$ cat src/rtl/div_pkg.sv
// Shared types and widths for the sequential 6-by-2-bit restoring divider.
package div_pkg;

    localparam int unsigned DIVIDEND_W = 6;
    localparam int unsigned DIVISOR_W  = 2;
    localparam int unsigned CNT_W      = $clog2(DIVIDEND_W);

    typedef enum logic [1:0] {
        StIdle,
        StRun,
        StDone
    } state_e;

endpackage

$ cat src/rtl/div_step.sv
// One restoring-division step: shift in a dividend bit, trial-subtract, keep or restore.
module div_step
    import div_pkg::*;
(
    input  logic [DIVISOR_W:0]   rem_in,
    input  logic                 bit_in,
    input  logic [DIVISOR_W-1:0] divisor,
    output logic [DIVISOR_W:0]   rem_out,
    output logic                 q_bit
);

    localparam int unsigned RemW = DIVISOR_W + 1;

    logic [DIVISOR_W+1:0] shifted;
    logic [DIVISOR_W+1:0] div_ext;
    logic                 fits;

    always_comb begin
        shifted = {rem_in, bit_in};
        div_ext = {2'b00, divisor};
        // Compare before subtracting so the difference can never wrap.
        fits    = (shifted >= div_ext);
        q_bit   = fits;
        rem_out = RemW'(fits ? (shifted - div_ext) : shifted);
    end

endmodule

$ cat src/rtl/seq_divider_6_by_2bit.sv
// Sequential restoring divider: 6-bit dividend / 2-bit divisor, one quotient bit per cycle,
// with a start/busy/done handshake and a divide-by-zero flag.
module seq_divider_6_by_2bit
    import div_pkg::*;
(
    input  logic                  clk,
    input  logic                  rst_n,
    input  logic                  start,
    input  logic [DIVIDEND_W-1:0] dividend,
    input  logic [DIVISOR_W-1:0]  divisor,
    output logic                  busy,
    output logic                  done,
    output logic [DIVIDEND_W-1:0] q,
    output logic [DIVISOR_W-1:0]  r,
    output logic                  div_zero
);

    state_e                state_q;
    logic                  busy_q;
    logic                  done_q;
    logic [DIVIDEND_W-1:0] q_q;
    logic [DIVISOR_W-1:0]  r_q;
    logic                  div_zero_q;
    logic                  zero_pend_q;

    // Dividend bits leave at the top while quotient bits enter at the bottom.
    logic [DIVIDEND_W-1:0] shift_q;
    logic [DIVISOR_W:0]    rem_q;
    logic [DIVISOR_W-1:0]  dvs_q;
    logic [CNT_W-1:0]      cnt_q;

    logic [DIVISOR_W:0]    rem_next;
    logic                  q_bit;
    logic [DIVIDEND_W-1:0] shift_next;

    div_step u_div_step (
        .rem_in  (rem_q),
        .bit_in  (shift_q[DIVIDEND_W-1]),
        .divisor (dvs_q),
        .rem_out (rem_next),
        .q_bit   (q_bit)
    );

    assign shift_next = {shift_q[DIVIDEND_W-2:0], q_bit};

    always_ff @(posedge clk or negedge rst_n) begin
        if (!rst_n) begin
            state_q     <= StIdle;
            busy_q      <= 1'b0;
            done_q      <= 1'b0;
            q_q         <= '0;
            r_q         <= '0;
            div_zero_q  <= 1'b0;
            zero_pend_q <= 1'b0;
            shift_q     <= '0;
            rem_q       <= '0;
            dvs_q       <= '0;
            cnt_q       <= '0;
        end else begin
            done_q <= 1'b0;
            unique case (state_q)
                StIdle: begin
                    if (start) begin
                        if (divisor != '0) begin
                            state_q <= StRun;
                            busy_q  <= 1'b1;
                            shift_q <= dividend;
                            dvs_q   <= divisor;
                            rem_q   <= '0;
                            cnt_q   <= '0;
                        end else begin
                            state_q     <= StDone;
                            zero_pend_q <= 1'b1;
                        end
                    end
                end
                StRun: begin
                    shift_q <= shift_next;
                    rem_q   <= rem_next;
                    cnt_q   <= cnt_q + CNT_W'(1);
                    if (cnt_q == CNT_W'(DIVIDEND_W - 1)) begin
                        state_q    <= StDone;
                        busy_q     <= 1'b0;
                        done_q     <= 1'b1;
                        q_q        <= shift_next;
                        r_q        <= rem_next[DIVISOR_W-1:0];
                        div_zero_q <= 1'b0;
                    end
                end
                StDone: begin
                    state_q <= StIdle;
                    // Divide-by-zero takes one cycle, so its result lands a cycle after accept.
                    if (zero_pend_q) begin
                        zero_pend_q <= 1'b0;
                        done_q      <= 1'b1;
                        q_q         <= '1;
                        r_q         <= '0;
                        div_zero_q  <= 1'b1;
                    end
                end
                default: state_q <= StIdle;
            endcase
        end
    end

    assign busy     = busy_q;
    assign done     = done_q;
    assign q        = q_q;
    assign r        = r_q;
    assign div_zero = div_zero_q;

endmodule
$ cat config.mk
export PLATFORM = sky130hd
export DESIGN_NAME = seq_divider_6_by_2bit
export DESIGN_NICKNAME = d
export VERILOG_FILES = /design/src/rtl/div_pkg.sv /design/src/rtl/div_step.sv /design/src/rtl/seq_divider_6_by_2bit.sv
export SDC_FILE = /design/constraint.sdc
export NUM_CORES = 1
export LEC_CHECK = 0
export CELL_PAD_IN_SITES_DETAIL_PLACEMENT = 0
export CELL_PAD_IN_SITES_GLOBAL_PLACEMENT = 1
export CORE_ASPECT_RATIO = 1.5
export CORE_MARGIN = 2
export CORE_UTILIZATION = 42
export DETAILED_ROUTE_END_ITERATION = 10
export PLACE_DENSITY_LB_ADDON = 0.1
export SYNTH_ARGS = -nofsm -noshare
export SYNTH_HDL_FRONTEND = slang
export SYNTH_SLANG_ARGS = --single-unit
$ cat constraint.sdc
create_clock -name clk -period 1.8 [get_ports clk]
set_input_delay 0.45 -clock clk [delete_from_list [all_inputs] [get_ports clk]]
set_output_delay 0.45 -clock clk [all_outputs]
set_load 0.01 [all_outputs]
==> impl_metrics.prom, run 1 <==
# TYPE chip_impl_metric gauge
chip_impl_metric{name="antenna_found_initial",unit=""} 0
chip_impl_metric{name="powerDensity",unit="nW/um2"} 1550
chip_impl_metric{name="vias_per_cell",unit=""} 5.59
chip_impl_metric{name="layout-area-overhead-vs-synth",unit="%"} 34.5
chip_impl_metric{name="core_region_area",unit="um2"} 3450
chip_impl_metric{name="die_width",unit="um"} 53.1
chip_impl_info{name="timing_worst_setup_path_type",value="reg -> reg"} 1
chip_impl_metric{name="yosysWarnings",unit=""} 0
chip_impl_metric{name="fp.dieArea",unit="um2"} 4130
chip_impl_info{name="tritoncts",value="yes"} 1
chip_impl_metric{name="number_of_maximum_capacitance_constraint_violations",unit=""} 0
chip_impl_metric{name="worst_clock_skew",unit="ps"} 3.41
chip_impl_metric{name="postSynth.asyncResetShare",unit=""} 1.00
chip_impl_metric{name="max-vdd-ir-drop",unit="V"} 0.00104
chip_impl_metric{name="worst_pin_slew",unit="ps"} 366
chip_impl_metric{name="finalPower",unit="uW"} 3170
chip_impl_metric{name="globalplace.congestion",unit=""} 0.801
chip_impl_metric{name="req_time_crit_path",unit="ps"} 1970
chip_impl_metric{name="dp_hpwl",unit="mm"} 2.89
chip_impl_info{name="synth.most_common_cell",value="sky130_fd_sc_hd__dfrtp_1"} 1
chip_impl_metric{name="timing.max_slew.rel_slack",unit=""} 0.756
chip_impl_metric{name="grt_first_pass_wirelength",unit="mm"} 6.38
chip_impl_metric{name="clock_latency",unit="ps"} 280
chip_impl_metric{name="power_leakage",unit="uW"} 0.000855
chip_impl_metric{name="number_of_buffers_inserted_by_port_buffering",unit=""} 21
chip_impl_metric{name="grt_overflow",unit=""} 0
chip_impl_metric{name="groute.layer.met1.usage",unit=""} 0.264
chip_impl_metric{name="syn_area_per_cell",unit="um2"} 11.0
chip_impl_info{name="hold_path.class",value="reg -> reg"} 1
chip_impl_info{name="clock_tree.root_cell",value="sky130_fd_sc_hd__clkbuf_8"} 1
chip_impl_metric{name="first_pass_iters",unit=""} 4
chip_impl_metric{name="num_antenna_cells",unit=""} 0
chip_impl_metric{name="synth_cells",unit=""} 138
chip_impl_metric{name="synth.ff_latch_count",unit=""} 28
chip_impl_metric{name="vertical_die_dimension",unit="um"} 77.7
chip_impl_metric{name="rows",unit=""} 26
chip_impl_metric{name="post_layout_nets",unit=""} 201
chip_impl_metric{name="start_util",unit=""} 0.441
chip_impl_metric{name="cp_max_fo",unit=""} 6
chip_impl_metric{name="cts.clk_slew.worst_paths",unit="ps"} 100
chip_impl_metric{name="synth.top_cell.area_share",unit=""} 0.461
chip_impl_metric{name="number_of_enable_flip_flop_cells_after_synthesis",unit=""} 0
chip_impl_metric{name="hold_viol_final",unit=""} 0
chip_impl_metric{name="vias",unit=""} 1246
chip_impl_metric{name="grt_start_max_net_pins",unit=""} 29
chip_impl_metric{name="detail_route.wl_per_cell",unit="um"} 17.0
chip_impl_info{name="outcome",value="complete, no violations"} 1
chip_impl_metric{name="postRouteWirelength",unit="mm"} 3.79
chip_impl_info{name="worstSetupEndpointType",value="flop"} 1
chip_impl_metric{name="setup-violations-final",unit=""} 0
chip_impl_metric{name="ctsLongestPathBuffers",unit=""} 2
chip_impl_metric{name="global_route.usage.met2",unit=""} 0.359
chip_impl_metric{name="grt_usage",unit=""} 0.209
chip_impl_metric{name="synth_nets",unit=""} 157
chip_impl_metric{name="h_tree_depth",unit=""} 1
chip_impl_metric{name="detail_route.iter0.violations",unit=""} 24
chip_impl_metric{name="maxSlewViolCount",unit=""} 0
chip_impl_metric{name="final_layout_size_suffix_gt1_frac",unit=""} 0.254
chip_impl_metric{name="ant_nets",unit=""} 0
chip_impl_metric{name="critical_path_arrival",unit="ps"} 1900
chip_impl_metric{name="netlist_area",unit="um2"} 1520
chip_impl_metric{name="final.hold.worst_slack",unit="ps"} 494
chip_impl_info{name="grt_busiest_layer",value="met2"} 1
chip_impl_metric{name="number_of_different_library_cells_in_the_post_synthesis_netlist",unit=""} 47
chip_impl_info{name="synth_commonest_cells",value="sky130_fd_sc_hd__dfrtp_1 (28), sky130_fd_sc_hd__inv_1 (14), sky130_fd_sc_hd__ha_1 (7)"} 1
chip_impl_metric{name="post_cts_hold_buffer_count",unit=""} 0
chip_impl_metric{name="final_period_minus_worst_setup_slack",unit="ps"} 1730
chip_impl_info{name="setup.worst_path.start_class",value="flop"} 1
chip_impl_metric{name="timing.final.ws_setup",unit="ps"} 71.2
chip_impl_metric{name="cts_made_buffers",unit=""} 3
chip_impl_metric{name="min_period_over_period",unit=""} 0.960
chip_impl_metric{name="sequential_cell_area_fraction_in_the_yosys_report",unit=""} 0.461
chip_impl_metric{name="io-pin-count",unit=""} 22
chip_impl_metric{name="grtUsageMet3",unit=""} 0.0231
chip_impl_info{name="synth_top_area_cells",value="sky130_fd_sc_hd__dfrtp_1 (46%), sky130_fd_sc_hd__ha_1 (5.8%), sky130_fd_sc_hd__inv_1 (3.5%), sky130_fd_sc_hd__o22a_1 (2.3%), sky130_fd_sc_hd__o22ai_1 (2.1%)"} 1
chip_impl_metric{name="placement.setup.worst_slack",unit="ps"} -173
chip_impl_info{name="synth_top_cell_by_area",value="sky130_fd_sc_hd__dfrtp_1"} 1
chip_impl_metric{name="finalCoreUtilization",unit=""} 0.594
chip_impl_metric{name="drc_errors",unit=""} 0
chip_impl_info{name="rsz0062_at_grt",value="yes"} 1
chip_impl_metric{name="max_freq",unit="GHz"} 0.578
chip_impl_metric{name="cts.sinks",unit=""} 28
chip_impl_metric{name="number_of_global_route_vias_before_repair",unit=""} 1333
chip_impl_info{name="top_flip_flop_cell_by_instance_count_after_synthesis",value="sky130_fd_sc_hd__dfrtp_1"} 1
[cells by family (layout without fill, tap and decap cells)]
kind of cell	Yosys count	count (layout)	synth area share
AO/OA/AOI/OAI	45	45	0.259
XOR/XNOR	1	1	0.00576
AND/OR/NAND/NOR	32	32	0.122
adder cells (fa/ha/maj)	8	8	0.0707
flip-flops	28	28	0.461
buffers and inverters	20	63	0.0534
multiplexers	4	4	0.0288
[sequential cells by signal, indices dropped and copies added, names as in the netlist]
register / count
div_zero: 1
state_q: 2
r: 2
dvs_q: 2
busy: 1
cnt_q: 3
zero_pend_q: 1
done: 1
shift_q: 6
rem_q: 3
q: 6
[layout make-up]
| cell class | instances | area (um2) |
|---|---|---|
| multi-input combinational | 90 | 771 |
| timing repair buffer | 44 | 395 |
| tap | 42 | 52.6 |
| clock buffer | 3 | 41.3 |
| inverter | 15 | 56.3 |
| fill | 320 | 1400 |
| sequential | 28 | 701 |
| clock inverter | 1 | 30.0 |
[layout by cell type (no fill, tap or decap), types with 2 or more instances in the layout]
master	Yosys	layout
sky130_fd_sc_hd__ha_2	0	2
sky130_fd_sc_hd__nor4_1	2	2
sky130_fd_sc_hd__ha_1	7	4
sky130_fd_sc_hd__o211ai_1	3	3
sky130_fd_sc_hd__a21oi_1	5	5
sky130_fd_sc_hd__nor2_1	3	3
sky130_fd_sc_hd__mux2_2	2	2
sky130_fd_sc_hd__nand3b_1	3	3
sky130_fd_sc_hd__clkdlybuf4s50_1	0	21
sky130_fd_sc_hd__inv_1	14	13
sky130_fd_sc_hd__dfrtp_1	28	28
sky130_fd_sc_hd__o221a_1	2	2
sky130_fd_sc_hd__clkbuf_8	0	3
sky130_fd_sc_hd__nand2_1	6	5
sky130_fd_sc_hd__nand2b_1	4	3
sky130_fd_sc_hd__nor3_1	2	2
sky130_fd_sc_hd__o2111ai_1	2	2
sky130_fd_sc_hd__o21ba_1	2	2
sky130_fd_sc_hd__a221o_1	3	3
sky130_fd_sc_hd__nand3_1	6	6
sky130_fd_sc_hd__buf_4	0	22
sky130_fd_sc_hd__inv_2	1	2
sky130_fd_sc_hd__a221oi_2	2	2
sky130_fd_sc_hd__o21ai_0	3	3
sky130_fd_sc_hd__o22a_1	4	4
sky130_fd_sc_hd__o22ai_1	5	5
[report_power, final]
part | internal [uW] | switching (uW) | total [uW]
Sequential | 825 | 195 | 1020
Combinational | 837 | 802 | 1640
Clock | 298 | 209 | 507
[path summary, 6_finish.rpt]
check                      startpoint  cells after the start         end  slack (ps)
hold / removal                   q[0]                      1        q[0]         490
min in group asynchronous       rst_n                      2  shift_q[5]         540
hold reg to reg                  q[0]                      1        q[0]         490
max in group asynchronous       rst_n                      2    cnt_q[1]         990
setup / recovery           shift_q[5]                      6    rem_q[0]          70
setup reg to reg           shift_q[5]                      6    rem_q[0]          70
[worst max-delay path: stages (launching register included)]
cell                       delay, ps
sky130_fd_sc_hd__dfrtp_1         410
sky130_fd_sc_hd__inv_2            80
sky130_fd_sc_hd__ha_4            140
sky130_fd_sc_hd__fa_2            220
sky130_fd_sc_hd__nor3b_4         310
sky130_fd_sc_hd__a22oi_2         150
sky130_fd_sc_hd__a2bb2o_1        300
[per-layer routing]
metal	up-vias	routed length (um)
li1	603	-
met1	617	1600
met2	19	2030
met3	7	84
met4	0	85
met5	-	0
[repair_timing]
action,4_1_cts,5_1_grt
gates resized for setup,2,7
setup endpoints to repair,5,8
setup buffers,0,1
pin swaps,0,2
[metrics by stage]
stage	std cells	setup TNS, ps	area, um2
global placement	218	-1220	1940
finish	223	0	2050
CTS	222	0	2020
detailed placement	218	-1850	1940
floorplan	138	0	1520
global route	223	-18.9	2050
Note: power is estimated with default switching activity, not from simulation.
==> inputs of run 2 (changes only) <==
--- a/config.mk
+++ b/config.mk
@@ -9,9 +9,10 @@
 export CELL_PAD_IN_SITES_GLOBAL_PLACEMENT = 1
 export CORE_ASPECT_RATIO = 1.5
 export CORE_MARGIN = 2
-export CORE_UTILIZATION = 42
+export CORE_UTILIZATION = 43
 export DETAILED_ROUTE_END_ITERATION = 10
 export PLACE_DENSITY_LB_ADDON = 0.1
 export SYNTH_ARGS = -nofsm -noshare
 export SYNTH_HDL_FRONTEND = slang
+export SYNTH_HIERARCHICAL = 1
 export SYNTH_SLANG_ARGS = --single-unit
==> run 2 against run 1 <==
  * The flow now finishes with violations (setup timing)
  * Hold slack better by 22 ps
  * Register-to-register slack lost 130 ps
  * Area after synthesis rose by 5.1%
  * Maximum frequency down 6.8%
  * Critical path depth unchanged
  * Critical path type unchanged
  * Largest cell class unchanged
==> impl_metrics.prom, run 2 <==
# TYPE chip_impl_metric gauge
chip_impl_metric{name="detail_route.iter0.violations",unit=""} 11
chip_impl_info{name="synth_commonest_cells",value="sky130_fd_sc_hd__dfrtp_1 (28), sky130_fd_sc_hd__inv_1 (14), sky130_fd_sc_hd__nand2_1 (11)"} 1
chip_impl_metric{name="final_layout_size_suffix_gt1_frac",unit=""} 0.293
chip_impl_metric{name="vertical_die_dimension",unit="um"} 78.7
chip_impl_info{name="timing_worst_setup_path_type",value="reg -> reg"} 1
chip_impl_info{name="path_cells",value="ha_4, fa_2, nand3_4, mux2i_1, inv_1, o41ai_2"} 1
chip_impl_metric{name="final_period_minus_worst_setup_slack",unit="ps"} 1850
chip_impl_metric{name="synth.ff_latch_count",unit=""} 28
chip_impl_metric{name="post_layout_nets",unit=""} 205
chip_impl_metric{name="worst_clock_skew",unit="ps"} 1.81
chip_impl_metric{name="number_of_buffers_inserted_by_port_buffering",unit=""} 21
chip_impl_metric{name="multi_input_comb_area",unit="um2"} 827
chip_impl_metric{name="cts.clk_slew.worst_paths",unit="ps"} 90
chip_impl_metric{name="fin_cells",unit=""} 227
chip_impl_metric{name="ff2ff_path_depth",unit=""} 6
chip_impl_metric{name="reg2reg_slack",unit="ps"} -50
chip_impl_metric{name="globalplace.congestion",unit=""} 0.704
chip_impl_info{name="hold_path.class",value="reg -> reg"} 1
chip_impl_metric{name="detail_route.wl_per_cell",unit="um"} 15.4
chip_impl_metric{name="rows",unit=""} 27
chip_impl_metric{name="layout-area-overhead-vs-synth",unit="%"} 30.3
chip_impl_metric{name="critical_path_arrival",unit="ps"} 2030
chip_impl_metric{name="first_pass_iters",unit=""} 4
chip_impl_metric{name="drc_errors",unit=""} 0
chip_impl_info{name="outcome",value="finished with violations"} 1
chip_impl_metric{name="hold_viol_final",unit=""} 0
chip_impl_metric{name="sequential_standard_cell_area",unit="um2"} 701
chip_impl_metric{name="postSynth.asyncResetShare",unit=""} 1.00
chip_impl_info{name="worstSetupEndpointType",value="flop"} 1
chip_impl_metric{name="setup-violations-final",unit=""} 3
chip_impl_metric{name="cp_max_fo",unit=""} 3
chip_impl_metric{name="clock_latency",unit="ps"} 270
chip_impl_metric{name="power_leakage",unit="uW"} 0.000951
chip_impl_metric{name="ctsLongestPathBuffers",unit=""} 2
chip_impl_metric{name="dp_hpwl",unit="mm"} 2.58
chip_impl_metric{name="timing.final.ws_setup",unit="ps"} -54.1
chip_impl_metric{name="max-vdd-ir-drop",unit="V"} 0.000967
chip_impl_metric{name="worst_pin_slew",unit="ps"} 497
chip_impl_metric{name="die_width",unit="um"} 53.8
chip_impl_metric{name="netlist_area",unit="um2"} 1600
chip_impl_metric{name="yosysWarnings",unit=""} 6
chip_impl_metric{name="synth_nets",unit=""} 163
chip_impl_metric{name="min_period_over_period",unit=""} 1.03
chip_impl_metric{name="fill_cells",unit=""} 307
chip_impl_metric{name="req_time_crit_path",unit="ps"} 1970
chip_impl_metric{name="cts.sinks",unit=""} 28
chip_impl_info{name="rsz0062_at_grt",value="yes"} 1
chip_impl_metric{name="number_of_enable_flip_flop_cells_after_synthesis",unit=""} 0
chip_impl_metric{name="start_util",unit=""} 0.442
chip_impl_metric{name="num_antenna_cells",unit=""} 0
chip_impl_info{name="clock_tree.root_cell",value="sky130_fd_sc_hd__clkbuf_8"} 1
chip_impl_metric{name="critical_path.n_buffers_inverters",unit=""} 1
chip_impl_metric{name="final.hold.worst_slack",unit="ps"} 516
chip_impl_metric{name="maxSlewViolCount",unit=""} 0
chip_impl_info{name="r2r_end",value="r[0]"} 1
chip_impl_metric{name="synth_cells",unit=""} 144
chip_impl_metric{name="synth.top_cell.area_share",unit=""} 0.438
chip_impl_info{name="violations_in_the_final_reports",value="setup timing"} 1
chip_impl_info{name="mostFrequentLayoutCell",value="sky130_fd_sc_hd__dfrtp_1"} 1
chip_impl_info{name="top_flip_flop_cell_by_instance_count_after_synthesis",value="sky130_fd_sc_hd__dfrtp_1"} 1
chip_impl_info{name="mostFrequentLayoutCells",value="sky130_fd_sc_hd__dfrtp_1 (28), sky130_fd_sc_hd__clkdlybuf4s50_1 (21), sky130_fd_sc_hd__buf_4 (21)"} 1
chip_impl_metric{name="grt_first_pass_wirelength",unit="mm"} 5.89
chip_impl_metric{name="place_inst",unit=""} 219
chip_impl_info{name="cpLargestDelayFamily",value="adder cells"} 1
chip_impl_metric{name="cts_made_buffers",unit=""} 3
chip_impl_metric{name="grt_overflow",unit=""} 0
chip_impl_metric{name="fp.dieArea",unit="um2"} 4230
chip_impl_metric{name="h_tree_depth",unit=""} 1
chip_impl_metric{name="vias",unit=""} 1180
chip_impl_metric{name="timing.max_slew.rel_slack",unit=""} 0.662
chip_impl_metric{name="sequential_cell_area_fraction_in_the_yosys_report",unit=""} 0.438
chip_impl_info{name="regToRegStartpoint",value="dvs_q[0]"} 1
chip_impl_metric{name="antenna_found_initial",unit=""} 0
chip_impl_metric{name="powerDensity",unit="nW/um2"} 1880
chip_impl_metric{name="ant_nets",unit=""} 0
chip_impl_info{name="synth_top_cell_by_area",value="sky130_fd_sc_hd__dfrtp_1"} 1
chip_impl_metric{name="crit_path_max_incr_delay",unit="ps"} 420
chip_impl_info{name="hold_path_end",value="q[4]"} 1
chip_impl_metric{name="syn_area_per_cell",unit="um2"} 11.1
chip_impl_info{name="tritoncts",value="yes"} 1
chip_impl_metric{name="grt_usage",unit=""} 0.190
chip_impl_info{name="startpoint_of_the_lowest_slack_hold_path",value="q[4]"} 1
chip_impl_metric{name="max_freq",unit="GHz"} 0.539
chip_impl_metric{name="number_of_global_route_vias_before_repair",unit=""} 1231
chip_impl_info{name="synth.most_common_cell",value="sky130_fd_sc_hd__dfrtp_1"} 1
chip_impl_metric{name="io-pin-count",unit=""} 22
chip_impl_metric{name="number_of_maximum_capacitance_constraint_violations",unit=""} 0
chip_impl_metric{name="number_of_different_library_cells_in_the_post_synthesis_netlist",unit=""} 37
chip_impl_info{name="synth_top_area_cells",value="sky130_fd_sc_hd__dfrtp_1 (44%), sky130_fd_sc_hd__mux2_4 (5.6%), sky130_fd_sc_hd__ha_1 (5.5%), sky130_fd_sc_hd__mux2i_1 (5.0%), sky130_fd_sc_hd__mux2_2 (4.9%)"} 1
chip_impl_metric{name="grt_start_max_net_pins",unit=""} 29
chip_impl_metric{name="core_region_area",unit="um2"} 3610
chip_impl_info{name="cp_slowest_cell",value="sky130_fd_sc_hd__dfrtp_1"} 1
chip_impl_info{name="setup.worst_path.start_class",value="flop"} 1
chip_impl_metric{name="postRouteWirelength",unit="mm"} 3.50
chip_impl_metric{name="vias_per_cell",unit=""} 5.20
chip_impl_metric{name="holdPathStages",unit=""} 2
[run 2: cell types whose count changed after synthesis, moves of 5 or more]
| cell | delta |
|---|---|
| sky130_fd_sc_hd__mux2_2 | +5 |
| sky130_fd_sc_hd__nand2_1 | +5 |
| sky130_fd_sc_hd__nor2_1 | +5 |
| sky130_fd_sc_hd__o31ai_1 | +5 |
| sky130_fd_sc_hd__mux2i_1 | +7 |
| sky130_fd_sc_hd__o21ai_0 | +7 |
| sky130_fd_sc_hd__o22ai_1 | -5 |
| sky130_fd_sc_hd__mux2_4 | +6 |
[run 2: kinds of logic (layout without fill, tap and decap cells)]
| group | Yosys count | in the layout | share of synthesized area |
|---|---|---|---|
| AOI/OAI and AO/OA | 31 | 31 | 0.137 |
| xor gates and xnor gates | 1 | 1 | 0.00548 |
| adders and majority gates | 8 | 8 | 0.0673 |
| buffers and inverters | 21 | 61 | 0.0790 |
| DFF | 28 | 28 | 0.438 |
| muxes | 23 | 23 | 0.178 |
| and+or+nand+nor | 32 | 32 | 0.0947 |
[run 2: how the worst max path moves through the flow]
stage	from	end	slack, ps	cells after the start
2_1_floorplan	dvs_q[0]	r[0]	20	6
3_3_place_gp	divisor[1]	shift_q[4]	-110	5
3_5_place_dp	shift_q[5]	r[0]	-210	7
4_1_cts	shift_q[5]	shift_q[0]	-50	8
5_1_grt	shift_q[5]	r[0]	-120	7
6_report	dvs_q[0]	r[0]	-50	6
[run 2: repair_timing]
action                     in CTS  in global routing
hold buffers                    0                  0
setup endpoints to repair       4                  4
setup buffers                   5                  1
pin swaps                       1                  1
resized for setup               5                  6
[run 2: power by group]
group	internal [uW]	switching, uW	leakage (uW)
clock network	150	192	0.0000216
logic	1350	1120	0.000588
registers	900	198	0.000342
total	2400	1510	0.000951
[run 2: cell type report]
| type | instances | share of cell area |
|---|---|---|
| timing repair buffer | 44 | 0.196 |
| inverter | 14 | 0.0252 |
| sequential | 28 | 0.336 |
| multi-input combinational | 95 | 0.397 |
| clock buffer | 3 | 0.0198 |
| tap | 43 | 0.0258 |
[run 2: metal layers]
metal,part of all wire,vias up,global-route usage
li1,-,580,-
met3,0.028,5,0.0266
met2,0.56,19,0.329
met4,0.014,0,0.0615
met1,0.40,576,0.233
met5,0,-,0
[run 2: worst register-to-register path, delay by kind of cell, from the launching register on]
family	cells	cell delay (ps)
compound gates	1	320
buf+inv	1	80
simple gates	1	90
mux	1	230
flops	1	420
fa+ha+maj	2	590
[run 2: metrics by stage]
stage | cell area, um2 | utilization | setup WS, ps | TNS [ps] | power [uW]
floorplan | 1600 | - | 21.4 | 0 | 2480
global route | 2080 | 0.576 | -124 | -374 | 4210
global placement | 1950 | 0.539 | -111 | -775 | 3170
detailed placement | 1950 | 0.539 | -207 | -1320 | 3230
CTS | 2060 | 0.570 | -45.2 | -93.9 | 3880
finish | 2080 | 0.576 | -54.1 | -108 | 3910
==> inputs of run 3 (changes only) <==
--- a/config.mk
+++ b/config.mk
@@ -9,8 +9,9 @@
 export CELL_PAD_IN_SITES_GLOBAL_PLACEMENT = 1
 export CORE_ASPECT_RATIO = 1.5
 export CORE_MARGIN = 2
-export CORE_UTILIZATION = 43
+export CORE_UTILIZATION = 30
 export DETAILED_ROUTE_END_ITERATION = 10
+export MAX_ROUTING_LAYER = met4
 export PLACE_DENSITY_LB_ADDON = 0.1
 export SYNTH_ARGS = -nofsm -noshare
 export SYNTH_HDL_FRONTEND = slang
==> run 3 against run 2 <==
  * The flow now finishes without violations
  * Combinational power decreased by 2%
  * Critical path depth increased by 1
  * Clock skew increased by 5.2 ps
  * Power increased by 2.5%
  * Design area increased by 2.5%
  * Highest routed layer unchanged
  * Non-clock buffer count increased by 1
  * Routed wire length increased by 2.1%
  * Cell count increased by 12%
==> impl_metrics.prom, run 3 (synthesized netlist as in run 2, its figures left out) <==
# TYPE chip_impl_metric gauge
chip_impl_metric{name="layout-area-overhead-vs-synth",unit="%"} 33.6
chip_impl_metric{name="start_util",unit=""} 0.312
chip_impl_metric{name="critical_path_arrival",unit="ps"} 1880
chip_impl_metric{name="die_width",unit="um"} 63.6
chip_impl_metric{name="powerDensity",unit="nW/um2"} 1880
chip_impl_info{name="mostFrequentLayoutCell",value="sky130_fd_sc_hd__dfrtp_1"} 1
chip_impl_info{name="regToRegStartpoint",value="shift_q[5]"} 1
chip_impl_metric{name="rows",unit=""} 32
chip_impl_metric{name="p_comb_frac",unit=""} 0.605
chip_impl_metric{name="vias_per_cell",unit=""} 4.52
chip_impl_metric{name="share_clk_of_total_power",unit=""} 0.123
chip_impl_metric{name="first_pass_iters",unit=""} 4
chip_impl_metric{name="reg2reg_slack",unit="ps"} 80
chip_impl_metric{name="detail_route.wl_per_cell",unit="um"} 14.1
chip_impl_metric{name="number_of_global_route_vias_before_repair",unit=""} 1265
chip_impl_metric{name="worst_pin_slew",unit="ps"} 371
chip_impl_metric{name="grt_start_max_net_pins",unit=""} 29
chip_impl_metric{name="min_period_over_period",unit=""} 0.953
chip_impl_metric{name="h_tree_depth",unit=""} 1
chip_impl_metric{name="finalCoreUtilization",unit=""} 0.417
chip_impl_metric{name="postRouteWirelength",unit="mm"} 3.57
chip_impl_info{name="startpoint_of_the_lowest_slack_hold_path",value="q[4]"} 1
chip_impl_metric{name="timing.max_slew.rel_slack",unit=""} 0.753
chip_impl_metric{name="setup-violations-final",unit=""} 0
chip_impl_info{name="setup.worst_path.start_class",value="flop"} 1
chip_impl_metric{name="detail_route.iter0.violations",unit=""} 25
chip_impl_metric{name="clock_latency",unit="ps"} 270
chip_impl_metric{name="max-vdd-ir-drop",unit="V"} 0.000806
chip_impl_metric{name="cts.clk_slew.worst_paths",unit="ps"} 100
chip_impl_info{name="worstSetupEndpointType",value="flop"} 1
chip_impl_info{name="r2r_end",value="shift_q[0]"} 1
chip_impl_metric{name="cellInternalPower",unit="uW"} 2530
chip_impl_metric{name="cts.sinks",unit=""} 28
chip_impl_info{name="rsz0062_at_grt",value="yes"} 1
chip_impl_metric{name="power_leakage",unit="uW"} 0.000964
chip_impl_metric{name="grt_usage",unit=""} 0.137
chip_impl_metric{name="drc_errors",unit=""} 0
chip_impl_metric{name="fp.dieArea",unit="um2"} 5940
chip_impl_metric{name="hold_viol_final",unit=""} 0
chip_impl_metric{name="vertical_die_dimension",unit="um"} 93.4
chip_impl_info{name="timing_worst_setup_path_type",value="reg -> reg"} 1
chip_impl_metric{name="final_layout_size_suffix_gt1_frac",unit=""} 0.301
chip_impl_info{name="outcome",value="complete, no violations"} 1
chip_impl_metric{name="max_freq",unit="GHz"} 0.583
chip_impl_metric{name="p_seq_frac",unit=""} 0.272
chip_impl_metric{name="cp_max_fo",unit=""} 3
chip_impl_metric{name="ctsLongestPathBuffers",unit=""} 2
chip_impl_info{name="tritoncts",value="yes"} 1
chip_impl_metric{name="power.switching",unit="uW"} 1480
chip_impl_metric{name="holdPathStages",unit=""} 2
chip_impl_info{name="mostFrequentLayoutCells",value="sky130_fd_sc_hd__dfrtp_1 (28), sky130_fd_sc_hd__buf_4 (22), sky130_fd_sc_hd__clkdlybuf4s50_1 (21)"} 1
chip_impl_metric{name="maxSlewViolCount",unit=""} 0
chip_impl_metric{name="post_layout_nets",unit=""} 206
chip_impl_metric{name="io-pin-count",unit=""} 22
chip_impl_metric{name="vias",unit=""} 1148
chip_impl_metric{name="cts_made_buffers",unit=""} 3
chip_impl_metric{name="number_of_buffers_inserted_by_port_buffering",unit=""} 21
chip_impl_metric{name="final_period_minus_worst_setup_slack",unit="ps"} 1720
chip_impl_metric{name="post_cts_hold_buffer_count",unit=""} 0
chip_impl_metric{name="grt_first_pass_wirelength",unit="mm"} 6.20
chip_impl_info{name="hold_path.class",value="reg -> reg"} 1
chip_impl_metric{name="final.hold.worst_slack",unit="ps"} 503
chip_impl_metric{name="placed_cell_area",unit="um2"} 1980
chip_impl_metric{name="globalplace.congestion",unit=""} 0.831
chip_impl_metric{name="netSwitchingFraction",unit=""} 0.370
chip_impl_metric{name="dp_hpwl",unit="mm"} 2.63
chip_impl_metric{name="number_of_maximum_capacitance_constraint_violations",unit=""} 0
chip_impl_metric{name="worst_clock_skew",unit="ps"} 7.03
chip_impl_metric{name="num_antenna_cells",unit=""} 0
chip_impl_metric{name="ant_nets",unit=""} 0
chip_impl_metric{name="ff2ff_path_depth",unit=""} 7
chip_impl_metric{name="layout.cell_area.non_filler",unit="um2"} 2140
chip_impl_metric{name="fill_cells",unit=""} 541
chip_impl_metric{name="grt_overflow",unit=""} 0
chip_impl_info{name="hold_path_end",value="q[4]"} 1
chip_impl_metric{name="core_region_area",unit="um2"} 5120
chip_impl_metric{name="antenna_found_initial",unit=""} 0
chip_impl_metric{name="req_time_crit_path",unit="ps"} 1960
chip_impl_info{name="clock_tree.root_cell",value="sky130_fd_sc_hd__clkbuf_8"} 1
-- run 3: worst max path at each step --
stage / from / endpoint / depth (start not counted)
after floorplan: dvs_q[0] / r[0] / 6
after global placement: divisor[1] / shift_q[0] / 5
after detailed placement: dvs_q[0] / r[0] / 6
after CTS: shift_q[5] / rem_q[0] / 9
after global routing: dvs_q[1] / rem_q[0] / 7
final: shift_q[5] / shift_q[0] / 7
-- run 3: metal layers --
metal / up-vias / global-route usage / wire (um)
li1: 584 / - / -
met1: 538 / 0.154 / 1500
met2: 20 / 0.245 / 1890
met3: 6 / 0.0168 / 97
met4: 0 / 0.0543 / 91
met5: - / - / 0
-- run 3: through the flow --
step	total power, uW	instances	TNS (ps)	setup slack [ps]
detailed placement	3250	246	-1040	-122
global placement	3210	246	-599	-89.5
global route	4360	254	-0.522	-0.522
floorplan	2480	144	0	21.4
finish	4010	254	0	84.7
CTS	4020	253	0	0.355
-- run 3: cell type report --
class	count	area, um2	area share
multi-input combinational	95	820	0.384
sequential	28	701	0.328
timing repair buffer	45	407	0.190
tap	68	85.1	0.0398
inverter	14	52.6	0.0246
clock buffer	3	41.3	0.0193
clock inverter	1	30.0	0.0141
-- run 3: power groups by stage --
stage                     combinational, uW  sequential, uW  clock (uW)
after CTS                              2400            1100         523
after floorplan                        1370            1100           0
after detailed placement               2140            1110           0
after global routing                   2680            1130         550
after global placement                 2120            1090           0
final                                  2430            1090         495
-- run 3: what timing repair did --
item | 4_1_cts | 5_1_grt
pin swaps | 4 | 1
endpoints found under the setup margin | 3 | 9
gates resized for setup | 7 | 4
buffers inserted | 3 | 2
-- run 3: worst max-delay path, cell delays in order (launching register included) --
cell and delay (ps):
sky130_fd_sc_hd__dfrtp_1 400, sky130_fd_sc_hd__inv_2 90, sky130_fd_sc_hd__ha_4 140, sky130_fd_sc_hd__fa_2 220, sky130_fd_sc_hd__nand3_4 100, sky130_fd_sc_hd__buf_4 150
sky130_fd_sc_hd__mux2_2 260, sky130_fd_sc_hd__mux2_2 250
